## src/rtl/dlsc_axi_splitter_rd.sv

```systemverilog
// Single-master AXI read splitter: decodes each read command to one of OUTPUTS
// slaves, answers unmapped reads locally with DECERR, and returns data in command order.
module dlsc_axi_splitter_rd #(
  parameter int unsigned ADDR    = 32,
  parameter int unsigned DATA    = 32,
  parameter int unsigned LEN     = 4,
  parameter int unsigned MOT     = 8,
  parameter int unsigned OUTPUTS = 2,
  parameter logic [OUTPUTS*ADDR-1:0] MASKS = {(OUTPUTS*ADDR){1'b1}},
  parameter logic [OUTPUTS*ADDR-1:0] BASES = {(OUTPUTS*ADDR){1'b0}}
) (
  input  logic                    clk,
  input  logic                    rst,
  output logic                    in_ar_ready,
  input  logic                    in_ar_valid,
  input  logic [ADDR-1:0]         in_ar_addr,
  input  logic [LEN-1:0]          in_ar_len,
  input  logic                    in_r_ready,
  output logic                    in_r_valid,
  output logic                    in_r_last,
  output logic [DATA-1:0]         in_r_data,
  output logic [1:0]              in_r_resp,
  input  logic [OUTPUTS-1:0]      out_ar_ready,
  output logic [OUTPUTS-1:0]      out_ar_valid,
  output logic [OUTPUTS*ADDR-1:0] out_ar_addr,
  output logic [OUTPUTS*LEN-1:0]  out_ar_len,
  output logic [OUTPUTS-1:0]      out_r_ready,
  input  logic [OUTPUTS-1:0]      out_r_valid,
  input  logic [OUTPUTS-1:0]      out_r_last,
  input  logic [OUTPUTS*DATA-1:0] out_r_data,
  input  logic [OUTPUTS*2-1:0]    out_r_resp
);

  localparam int unsigned SELW = (OUTPUTS > 1) ? $clog2(OUTPUTS) : 1;
  localparam int unsigned PTRW = $clog2(MOT);
  localparam int unsigned CNTW = PTRW + 1;

  logic                dec_hit;
  logic [SELW-1:0]     dec_sel;
  logic [OUTPUTS-1:0]  dec_onehot;

  logic                fifo_err [MOT];
  logic [SELW-1:0]     fifo_sel [MOT];
  logic [LEN-1:0]      fifo_len [MOT];
  logic [PTRW-1:0]     wr_ptr;
  logic [PTRW-1:0]     rd_ptr;
  logic [CNTW-1:0]     count;
  logic [LEN-1:0]      beat;

  logic [ADDR-1:0]     ar_addr;
  logic [LEN-1:0]      ar_len;
  logic                busy;
  logic                ar_fire;
  logic                push;
  logic                pop;
  logic                empty;
  logic                head_err;
  logic [SELW-1:0]     head_sel;
  logic [LEN-1:0]      head_len;

  // Address decode; iterating downward lets the lowest matching index win
  always_comb begin
    dec_hit    = 1'b0;
    dec_sel    = '0;
    dec_onehot = '0;
    for (int j = int'(OUTPUTS) - 1; j >= 0; j--) begin
      if ((in_ar_addr & MASKS[j*ADDR +: ADDR]) == BASES[j*ADDR +: ADDR]) begin
        dec_hit    = 1'b1;
        dec_sel    = SELW'(j);
        dec_onehot = OUTPUTS'(1) << j;
      end
    end
  end

  assign busy        = |out_ar_valid;
  assign ar_fire     = |(out_ar_valid & out_ar_ready);
  assign in_ar_ready = !busy && (count < CNTW'(MOT));
  assign push        = in_ar_valid && in_ar_ready;
  assign empty       = (count == '0);
  assign pop         = in_r_valid && in_r_ready && in_r_last;

  assign head_err = fifo_err[rd_ptr];
  assign head_sel = fifo_sel[rd_ptr];
  assign head_len = fifo_len[rd_ptr];

  assign out_ar_addr = {OUTPUTS{ar_addr}};
  assign out_ar_len  = {OUTPUTS{ar_len}};

  // AR register stage: the one-hot valid vector doubles as the busy flag
  always_ff @(posedge clk or negedge rst) begin
    if (!rst) begin
      out_ar_valid <= '0;
      ar_addr      <= '0;
      ar_len       <= '0;
    end else if (push && dec_hit) begin
      out_ar_valid <= dec_onehot;
      ar_addr      <= in_ar_addr;
      ar_len       <= in_ar_len;
    end else if (ar_fire) begin
      out_ar_valid <= '0;
    end
  end

  // Order FIFO storage
  always_ff @(posedge clk or negedge rst) begin
    if (!rst) begin
      for (int i = 0; i < int'(MOT); i++) begin
        fifo_err[i] <= 1'b0;
        fifo_sel[i] <= '0;
        fifo_len[i] <= '0;
      end
    end else if (push) begin
      fifo_err[wr_ptr] <= !dec_hit;
      fifo_sel[wr_ptr] <= dec_sel;
      fifo_len[wr_ptr] <= in_ar_len;
    end
  end

  // Order FIFO pointers and occupancy
  always_ff @(posedge clk or negedge rst) begin
    if (!rst) begin
      wr_ptr <= '0;
      rd_ptr <= '0;
      count  <= '0;
    end else begin
      if (push) begin
        wr_ptr <= wr_ptr + PTRW'(1);
      end
      if (pop) begin
        rd_ptr <= rd_ptr + PTRW'(1);
      end
      if (push && !pop) begin
        count <= count + CNTW'(1);
      end else if (pop && !push) begin
        count <= count - CNTW'(1);
      end
    end
  end

  // DECERR beat counter, wraps to zero on the last beat
  always_ff @(posedge clk or negedge rst) begin
    if (!rst) begin
      beat <= '0;
    end else if (!empty && head_err && in_r_ready) begin
      beat <= (beat == head_len) ? '0 : beat + LEN'(1);
    end
  end

  // R return path muxed by the registered FIFO head
  always_comb begin
    in_r_valid  = 1'b0;
    in_r_last   = 1'b0;
    in_r_data   = '0;
    in_r_resp   = '0;
    out_r_ready = '0;
    if (!empty) begin
      if (head_err) begin
        in_r_valid = 1'b1;
        in_r_last  = (beat == head_len);
        in_r_resp  = 2'b11;
      end else begin
        for (int j = 0; j < int'(OUTPUTS); j++) begin
          if (head_sel == SELW'(j)) begin
            in_r_valid     = out_r_valid[j];
            in_r_last      = out_r_last[j];
            in_r_data      = out_r_data[j*DATA +: DATA];
            in_r_resp      = out_r_resp[j*2 +: 2];
            out_r_ready[j] = in_r_ready;
          end
        end
      end
    end
  end

endmodule

```

## config.mk

```make
export PLATFORM = sky130hd
export DESIGN_NAME = dlsc_axi_splitter_rd
export DESIGN_NICKNAME = d
export VERILOG_FILES = /design/src/rtl/dlsc_axi_splitter_rd.sv
export SDC_FILE = /design/constraint.sdc
export NUM_CORES = 1
export LEC_CHECK = 0
export CORE_MARGIN = 5
export CORE_UTILIZATION = 47
export CTS_BUF_LIST = sky130_fd_sc_hd__clkbuf_4 sky130_fd_sc_hd__clkbuf_8
export CTS_CLUSTER_DIAMETER = 120
export DETAILED_ROUTE_END_ITERATION = 10
export PLACE_DENSITY = 0.88
export SYNTH_ARGS = -nofsm -noshare
export SYNTH_HDL_FRONTEND = slang
export SYNTH_SLANG_ARGS = --single-unit
```

## constraint.sdc

```tcl
create_clock -name clk -period 6.45 [get_ports clk]
set_input_delay 1.29 -clock clk [delete_from_list [all_inputs] [get_ports clk]]
set_output_delay 1.29 -clock clk [all_outputs]
set_load 0.01 [all_outputs]
```

# == Word level (Yosys, flattened, before mapping) ==
# Cells that the tools add are included.
# totals
in_bits,114
reg_bits,100
output_inout_bits,113
# op_classes
n_bitwise,5
magnitude_cmp,4
n_reduce_logical,21
addsub,5
eq_ne,1
mux,38
# ops
op,n
32-bit 2-to-1 mux,3
32-bit bitwise mux,1
32-bit logical NOT,1
4-bit 2-to-1 mux,6
1-bit 2-to-1 mux,15
2-bit 2-to-1 mux,7
4-bit binary-select mux with 3-bit select,1
4-bit demux with 3-bit select,1
1-bit logical AND,10
4-bit by 1-bit adder with 4-bit output (second input constant),2
8-bit bitwise AND,1
8-bit bitwise mux,1
4-bit greater-or-equal comparator (second input constant),2
3-bit inverter with 4-bit output,2
8-bit inverter,1
3-bit by 1-bit adder with 3-bit output (second input constant),2
1-bit binary-select mux with 3-bit select,2
1-bit logical NOT,5
4-bit == test,1
4-bit logical NOT,1
4-bit by 1-bit < comparator with 1-bit output (second input constant),1
4-bit < comparator (second input constant),1
2-bit nonzero test,2
2-bit OR reduction,2
other kinds (3),3

# == Logic depth before layout (Yosys ltp) ==
# Gate-level depths: netlist (run 1).
# logic_depth
depth_word,12
ltp_mapped,16
ltp_nobuf,14

# == Least setup slack after synthesis (run 1) ==
# No wires, ideal clock.
# synth_path
path_kind,reg-to-output
start,reg rd_ptr[0]
end,out in_r_last
t_required_ps,5160
setup_slack_ps,2915
path_stages_with_launch,9
t_arrival_ps,2245
cell_sequence,dfrtp_1 > buf_6 > buf_8 > mux2i_1 > mux4_2 > xnor2_1 > nor4_4 > and2_4 > or2_1
# synth_via
elab_chain_len,7
word_cells_on_any_way,14
# synth_rtl
element,line_no,rtl
start: declaration,46,logic [PTRW-1:0] rd_ptr;
start signal: assignment,130,rd_ptr <= rd_ptr + PTRW'(1);
3-bit inverter with 4-bit output (not written as such) *,"82, 83, 84",
4-bit binary-select mux with 3-bit select / 1-bit binary-select mux with 3-bit select (equally long branches),"84, 83",
4-bit 2-to-1 mux (not written as such) / 1-bit 2-to-1 mux (equally long branches) (2 in series),"84, 83",
4-bit == test / 1-bit 2-to-1 mux (equally long branches),"159, 163",
1-bit 2-to-1 mux *,157,if (head_err) begin
1-bit 2-to-1 mux *,156,if (!empty) begin
end: declaration,20,"output logic in_r_last,"
# Mark *: on every way between the ends. The rest lies on a longest branch, timed or not. The select of a mux whose other input is x is not followed.

# == Worst setup path in the final report (run 1) ==
# layout_path
start,reg rd_ptr[1]
end,out in_r_last
# The elaborated chain is that of the path after synthesis.

==> flow_metrics.tcl, run 1 <==
set metrics [dict create \
    slew_viol_final 0 \
    p_clk_share_pct 16.1 \
    synth-warning-count 0 \
    cts.path.max_buffers 2 \
    power_density_nw_per_um2 333 \
    grt_use_total_pct 21.4 \
    finalSetupTns_ns 0 \
    seqPwrFrac_pct 36.9 \
    fp.dieH_um 116 \
    routedWlPerCell_um 18.2 \
    dp_cells 748 \
    ys_ff_latch 99 \
    setup_viol 0 \
    worstPathRequired_ns 5.16 \
    nNetsFinal 740 \
    start_util_pct 48.1 \
    postSynthAreaPerCell_sq_um 12.0 \
    cts.clk_slew.worst_paths_ns 0.09 \
    post-route-period-util_pct 78.3 \
    antenna_found_initial 2 \
    p_sw_uw 880 \
    clk_latency_ns 0.37 \
    dpl-instance-area_sq_um 7270 \
    worstSetupPathType "reg2out" \
    cts_hold_buf 0 \
    status "finished clean" \
    ys_types 47 \
    fmax_mhz 198 \
    cts_resized 0 \
    portBuffers 224 \
    final_hold_viol_count 0 \
    p_leak_nw 3.45 \
    final_cell_mix "223 x clkdlybuf4s50_1, 99 x dfrtp_1, 53 x mux2i_1, 45 x mux2_2, 38 x nor2_1" \
    antenna_left 0 \
    io_pins 227 \
    gp_congestion 0.874 \
    preCtsSetupSlack_ns 1.78 \
    ys_seq_area_share_pct 47.3 \
    synth_edf_count 0 \
    period_minus_slack_ns 5.05 \
    grt-ovfl-total 0 \
    synth_flop_cell "dfrtp_1" \
    internal_power_mw 1.61 \
    cts_buffers 9 \
    postCtsSetupBuffers 0 \
    worst_pin_slew_ns 1.12 \
    fillers 784 \
    multi_input_area_sq_um 2340 \
    vdd_drop_max_v 0.000189 \
    dr_total_vias 3938 \
    endpoint_kind "output port" \
    p_sw_share_pct 35.3 \
    cts_tree "done" \
    die_x_um 116 \
    syn2layout_area_growth_pct 42.8 \
    drive_gt1_share_pct 14.3 \
    rsz0062_at_grt "no" \
    drtPass1Iterations 4 \
    synthesis.area_sq_um 5240 \
    grt_pass1_vias 4306 \
    p_comb_share_pct 47.0 \
    maxCapViolations 0 \
    regArea_sq_um 2480 \
    core_area_sq_um 10900 \
    htree_levels 3 \
    fin_ws_ns 1.40 \
    start_kind "register" \
    min_path_type "reg2reg" \
    synthCells 438 \
    via_per_inst 5.14 \
    drc 0 \
    max_slew_margin_pct 25.2 \
    drt_iter0_drc 139 \
    dieArea_sq_um 13400 \
    finalPower_mw 2.49 \
    row_count 38 \
    path_max_fanout 17 \
    drt_wl_total_um 14000 \
    fin_worst_skew_ns 0.00883 \
    layout_commonest_cell "clkdlybuf4s50_1" \
    cp.arrival_ns 3.76 \
    grt_first_pass_wirelength_um 22000 \
    clock-sinks 99 \
    synth_nets 559 \
    finalInstanceArea_sq_um 7480 \
    grt_max_degree 93 \
    final_cells 766 \
    synthArstFlopShare_pct 100 \
    dp_hpwl_um 10700 \
    cts_root_buf "clkbuf_8" \
]
[final cells by class]
class | instances | share of cell area [%]
flip-flops and latches | 99 | 33.1
multi-input cells | 277 | 31.2
repair buffers | 228 | 30.3
well taps | 140 | 2.34
clock buffers | 10 | 1.76
clock inverters | 6 | 0.986
inverters | 4 | 0.201
diodes | 2 | 0.0669
[sequential cells by signal (all words and copies together) (netlist names)]
signal / cells
wr_ptr: 3
fifo_err: 8
rd_ptr: 3
fifo_sel: 8
ar_len: 4
count: 4
ar_addr: 32
out_ar_valid: 1
beat: 4
fifo_len: 32
[cell usage after synthesis, drive strengths merged, types with 2 or more instances]
master  number  area, sq um
a21o         3         22.5
a21oi        7         42.5
and2         7         46.3
and4         2         17.5
buf         51          385
clkbuf       7         26.3
dfrtp       99         2480
ha           6         75.1
inv          4         15.0
mux2        45          507
mux2i       56          589
mux4         8          180
nand2       13         51.3
nand3        5         25.0
nand4        3         18.8
nor2        39          149
nor2b       36          225
nor3         4         20.0
nor3b        2         15.0
nor4        10         77.6
o211ai       2         25.0
o21ai        5         25.0
or2          3         18.8
xnor2       10         87.6
[critical path: stages, from the launching register on]
cell and delay, ns:
dfrtp_1 0.75, mux4_2 0.61, mux2i_4 0.68, mux2i_2 0.50, nor2_1 0.10, or2_1 0.25
clkdlybuf4s50_1 0.49
[layer usage]
metal  global-route usage [%]  share of wire, %  up-vias
li1                         -                 -     1846
met1                     24.2                39     1901
met2                     38.5                51      174
met3                     6.27               8.5       17
met4                     7.75               1.9        0
met5                        0                 0        -
[kinds of logic after synthesis]
kind of cell    count (synthesis)  synth area share, %
simple gates                  128                 13.4
mux                           109                 24.3
flops                          99                 47.3
buf+inv                        62                 8.14
compound gates                 21                 3.13
xor+xnor                       11                 1.84
fa+ha+maj                       7                 1.81
other cells                     1               0.0715
[power groups by stage]
stage	Sequential, mW	Combinational, mW	Clock (mW)
2_1_floorplan	0.873	0.779	0
3_3_place_gp	0.918	1.13	0
3_5_place_dp	0.936	1.19	0
4_1_cts	0.923	1.19	0.409
5_1_grt	0.948	1.29	0.439
6_report	0.921	1.17	0.401
[per-stage QoR]
| stage | hold slack (ns) | util, % |
|---|---|---|
| after floorplan | 0.448 | - |
| after global placement | 0.463 | 66.8 |
| after detailed placement | 0.466 | 66.8 |
| after CTS | 0.492 | 68.7 |
| after global routing | 0.512 | 68.7 |
| final | 0.490 | 68.7 |
[path summary, 6_finish.rpt]
kind,from,end,slack [ns],cells past startpoint
max in group asynchronous,rst,ar_addr[4],4.43,2
hold reg to reg,fifo_sel[4],fifo_sel[4],0.49,1
setup / recovery,rd_ptr[1],in_r_last,1.40,6
hold / removal,fifo_sel[4],fifo_sel[4],0.49,1
setup reg to reg,rd_ptr[1],count[3],2.16,13
min in group asynchronous,rst,ar_addr[20],0.71,1
Note: power is estimated with default switching activity, not from simulation.
==> run 2, diff against run 1 <==
- CORE_UTILIZATION: 47 -> 44
- PLACE_DENSITY: 0.88 -> 0.83
- clock period: 6.45 -> 4.9 ns (I/O delays scaled with it)
==> run 2 against run 1 <==
  * Cell count grew 0.52%
  * Critical path type unchanged
  * Critical endpoint unchanged
  * Die area grew 6.2%
  * Combinational power increased by 33%
==> flow_metrics.tcl, run 2 (synthesis results as in run 1) <==
set metrics [dict create \
    via_per_inst 5.15 \
    cts_tree "done" \
    p_leak_nw 3.47 \
    die_x_um 119 \
    layout_commonest_cell "clkdlybuf4s50_1" \
    endpoint_kind "output port" \
    cts_root_buf "clkbuf_8" \
    worstPathRequired_ns 3.92 \
    portBuffers 224 \
    rsz0062_at_grt "no" \
    start_util_pct 45.3 \
    grt_use_total_pct 19.7 \
    use_met3_pct 5.55 \
    core_area_sq_um 11600 \
    postCtsSetupBuffers 0 \
    dp_hpwl_um 10600 \
    cp-startpoint "rd_ptr[0]" \
    drc 0 \
    grtUsageMet1_pct 23.6 \
    drt_wl_total_um 13800 \
    finalSetupTns_ns 0 \
    start_kind "register" \
    antenna_left 0 \
    drt_iter0_drc 96 \
    status "finished clean" \
    path_max_fanout 39 \
    r2r-start "rd_ptr[0]" \
    dr_total_vias 3968 \
    setup_viol 0 \
    grt-ovfl-total 0 \
    fillers 880 \
    max_stage_delay_ns 0.77 \
    maxCapViolations 0 \
    grt-busiest-layer "met2" \
    multi_input_area_sq_um 2340 \
    dieArea_sq_um 14200 \
    slowest_stage "dfrtp_1" \
    clk_latency_ns 0.35 \
    gp_congestion 0.784 \
    cts.clk_slew.worst_paths_ns 0.09 \
    final_cells 770 \
    final_cell_mix "223 x clkdlybuf4s50_1, 99 x dfrtp_1, 53 x mux2i_1, 45 x mux2_2, 38 x nor2_1" \
    grt_pass1_vias 4388 \
    worstSetupPathType "reg2out" \
    cts_buffers 9 \
    timing.rr.end "count[3]" \
    rrSetupSlack_ns 0.83 \
    clock-sinks 99 \
    post-route-period-util_pct 93.2 \
    drtPass1Iterations 4 \
    row_count 39 \
    crit_path_cell_trace "mux4_2 -> mux2i_4 -> nand2_2 -> nor2_1 -> or2_1 -> clkdlybuf4s50_1" \
    cts_hold_buf 0 \
    met2_usage_pct 33.8 \
    slew_viol_final 0 \
    htree_levels 3 \
    cp.arrival_ns 3.59 \
    period_minus_slack_ns 4.57 \
    min_path_type "reg2reg" \
    io_pins 227 \
    final_hold_viol_count 0 \
    worst_pin_slew_ns 0.883 \
    max_slew_margin_pct 41.1 \
    r2r_cells 13 \
    min-delay-start "fifo_sel[3]" \
    grt_max_degree 72 \
    fmax_mhz 219 \
    syn2layout_area_growth_pct 43.4 \
    routedWlPerCell_um 17.9 \
    vdd_drop_max_v 0.000214 \
    power_density_nw_per_um2 443 \
    grt_first_pass_wirelength_um 22500 \
    holdPathEnd "fifo_sel[3]" \
    reg.largest.list "ar_addr: 32 flops, fifo_len: 32 flops" \
    num_antenna_cells 0 \
    drive_gt1_share_pct 14.7 \
    cts.path.max_buffers 2 \
    min_delay_path_depth 1 \
    fin_worst_skew_ns 0.00941 \
    dp_cells 755 \
    nNetsFinal 744 \
    antenna_found_initial 0 \
    fp.dieH_um 119 \
    regArea_sq_um 2480 \
    cts_resized 0 \
]
run 2: cell types whose count changed in the layout (fill, tap and decap cells not counted):
| cell | before | now |
|---|---|---|
| buf_4 | 5 | 9 |
| clkinv_4 | 4 | 1 |
| clkinv_2 | 0 | 2 |
| diode_2 | 2 | 0 |
| bufinv_16 | 1 | 2 |
| inv_6 | 1 | 0 |
run 2: worst max path at each step:
stage           endpoint  slack [ns]  cells after the start
6_report       in_r_last        0.33                      6
5_1_grt        in_r_last        0.08                      6
4_1_cts        in_r_last        0.29                      6
3_5_place_dp   in_r_last        0.72                      6
3_3_place_gp   in_r_last        0.76                      6
2_1_floorplan   count[3]        1.44                     16
run 2: power by group:
part	leakage, nW	internal [mW]	switching [mW]
logic	2.09	0.859	0.704
registers	1.27	1.03	0.184
clock network	0.110	0.290	0.263
run 2: through the flow:
step | total power, mW | hold slack [ns] | util (%) | setup WS (ns) | instance area, sq um
global route | 3.55 | 0.518 | 65.0 | 0.0834 | 7520
detailed placement | 2.81 | 0.469 | 63.2 | 0.716 | 7310
finish | 3.33 | 0.495 | 65.0 | 0.332 | 7520
global placement | 2.72 | 0.464 | 63.2 | 0.758 | 7310
floorplan | 2.18 | 0.448 | - | 1.44 | 5240
CTS | 3.37 | 0.491 | 65.0 | 0.292 | 7520
run 2: cell type report:
cell class	count	area share (%)
clock buffer	10	1.75
clock inverter	5	1.05
inverter	4	0.200
multi-input combinational	277	31.1
sequential	99	33.0
tap	143	2.38
timing repair buffer	232	30.6
run 2: critical path, delay by kind of cell (launching register included):
family / cells / cell delay [ns]
AND/OR/NAND/NOR: 3 / 0.91
flip-flops: 1 / 0.77
multiplexers: 2 / 0.98
buffers and inverters: 1 / 0.56
run 2: per-layer routing:
metal / up-vias / routed length (um)
li1: 1850 / -
met1: 1920 / 5630
met2: 180 / 6810
met3: 18 / 1040
met4: 0 / 282
met5: - / 0
==> run 3, diff against run 2 <==
- CORE_UTILIZATION: 44 -> 25
- MAX_ROUTING_LAYER: unset -> met4
- PLACE_DENSITY: 0.83 -> unset
==> run 3 against run 2 <==
  * First-iteration DRC count grew 59%
  * Hold slack lost 0.0016 ns
  * Clock skew grew 0.00055 ns
  * Critical path type unchanged
  * Sequential share of layout area shrank 0.73 points
  * Largest power group unchanged
  * Highest routed layer unchanged
==> flow_metrics.tcl, run 3 (synthesis results as in run 1) <==
set metrics [dict create \
    status "finished clean" \
    dieArea_sq_um 24000 \
    clk_latency_ns 0.37 \
    internal_power_mw 2.15 \
    dp_cells 885 \
    p_sw_mw 1.18 \
    worst_pin_slew_ns 0.830 \
    io_pins 227 \
    cp.arrival_ns 3.62 \
    nNetsFinal 742 \
    start_kind "register" \
    cts_hold_buf 0 \
    grt-ovfl-total 0 \
    postCtsSetupBuffers 0 \
    rsz0062_at_grt "no" \
    min_path_type "reg2reg" \
    p_leak_nw 3.47 \
    min_delay_path_depth 1 \
    p_clk_share_pct 16.5 \
    cts.clk_slew.worst_paths_ns 0.09 \
    cts_root_buf "clkbuf_8" \
    drt_iter0_drc 153 \
    slew_viol_final 0 \
    antenna_found_initial 0 \
    drtPass1Iterations 4 \
    path_max_fanout 39 \
    htree_levels 3 \
    layout_commonest_cell "clkdlybuf4s50_1" \
    fp.dieH_um 155 \
    cts_resized 0 \
    grt_pass1_vias 4284 \
    dr_total_vias 3920 \
    cts_tree "done" \
    dp_hpwl_um 11500 \
    reg.largest.list "ar_addr: 32 flops, fifo_len: 32 flops" \
    max_slew_margin_pct 44.7 \
    finalSetupTns_ns 0 \
    grt_first_pass_wirelength_um 23200 \
    antenna_left 0 \
    worstSetupPathType "reg2out" \
    drt_wl_total_um 15000 \
    maxCapViolations 0 \
    cts.path.max_buffers 2 \
    final_hold_viol_count 0 \
    fin_worst_skew_ns 0.00996 \
    p_comb_share_pct 47.4 \
    final_cells 901 \
    core_area_sq_um 20800 \
    clock-sinks 99 \
    cts_buffers 9 \
    power_density_nw_per_um2 433 \
    worstPathRequired_ns 3.92 \
    seqPwrFrac_pct 36.1 \
    final_cell_mix "223 x clkdlybuf4s50_1, 99 x dfrtp_1, 53 x mux2i_1, 45 x mux2_2, 38 x nor2_1" \
    row_count 53 \
    syn2layout_area_growth_pct 46.7 \
    drc 0 \
    setup_viol 0 \
    via_per_inst 4.35 \
    num_antenna_cells 0 \
    start_util_pct 25.2 \
    die_x_um 155 \
    portBuffers 224 \
    drive_gt1_share_pct 14.5 \
    gp_congestion 0.974 \
    fmax_mhz 218 \
    routedWlPerCell_um 16.7 \
    post-route-period-util_pct 93.8 \
    vdd_drop_max_v 0.000173 \
    grt_use_total_pct 12.5 \
    endpoint_kind "output port" \
    period_minus_slack_ns 4.60 \
    r2r_cells 14 \
    grt_max_degree 66 \
    p_sw_share_pct 35.4 \
]
-- run 3: changes by cell type in the layout (fill, tap and decap cells not counted), sizes merged --
cell	previous run	this run
clkinv	3	4
buf	9	7
bufinv	2	1
clkbuf	10	11
-- run 3: metrics by stage --
step           total power, mW  worst slack, ns  util [%]  hold WS, ns  cell area, sq um
2_1_floorplan             2.18             1.44         -        0.448              5240
3_3_place_gp              2.76            0.704      35.9        0.464              7480
3_5_place_dp              2.82            0.676      35.9        0.467              7480
4_1_cts                   3.39            0.244      36.9        0.493              7690
5_1_grt                   3.55           0.0734      36.9        0.517              7690
6_report                  3.33            0.303      36.9        0.493              7690
-- run 3: worst max-delay path: stages, from the launching register on --
cell and delay (ns):
dfrtp_1 0.34, buf_4 0.36, mux4_2 0.59, mux2i_4 0.38
nand2_2 0.55, nor2_1 0.28, or2_1 0.16, clkdlybuf4s50_1 0.56
-- run 3: worst paths after layout --
path / slack [ns] / start / endpoint
setup / recovery: 0.30 / rd_ptr[0] / in_r_last
hold / removal: 0.49 / fifo_sel[4] / fifo_sel[4]
setup reg to reg: 0.84 / rd_ptr[0] / count[3]
hold reg to reg: 0.49 / fifo_sel[4] / fifo_sel[4]
max in group asynchronous: 3.21 / rst / fifo_len[4]
min in group asynchronous: 0.71 / rst / ar_addr[11]
-- run 3: area by class of cell --
cell class	count	area, sq um
fill	2012	13100
sequential	99	2480
multi-input combinational	277	2340
timing repair buffer	230	2300
tap	275	344
clock buffer	11	151
clock inverter	5	61.3
inverter	4	15.0
-- run 3: routing by layer --
metal	up-vias	share of wire, %	track usage, %
met5	-	0	-
met4	0	1.4	4.08
met3	13	7.0	2.91
met2	192	48	21.2
met1	1868	44	14.9
li1	1847	-	-
-- run 3: power groups by stage --
stage          sequential (mW)  clock (mW)  combinational, mW
6_report                  1.20       0.549               1.58
5_1_grt                   1.23       0.606               1.71
4_1_cts                   1.20       0.576               1.61
3_5_place_dp              1.22           0               1.60
3_3_place_gp              1.20           0               1.56
2_1_floorplan             1.15           0               1.03
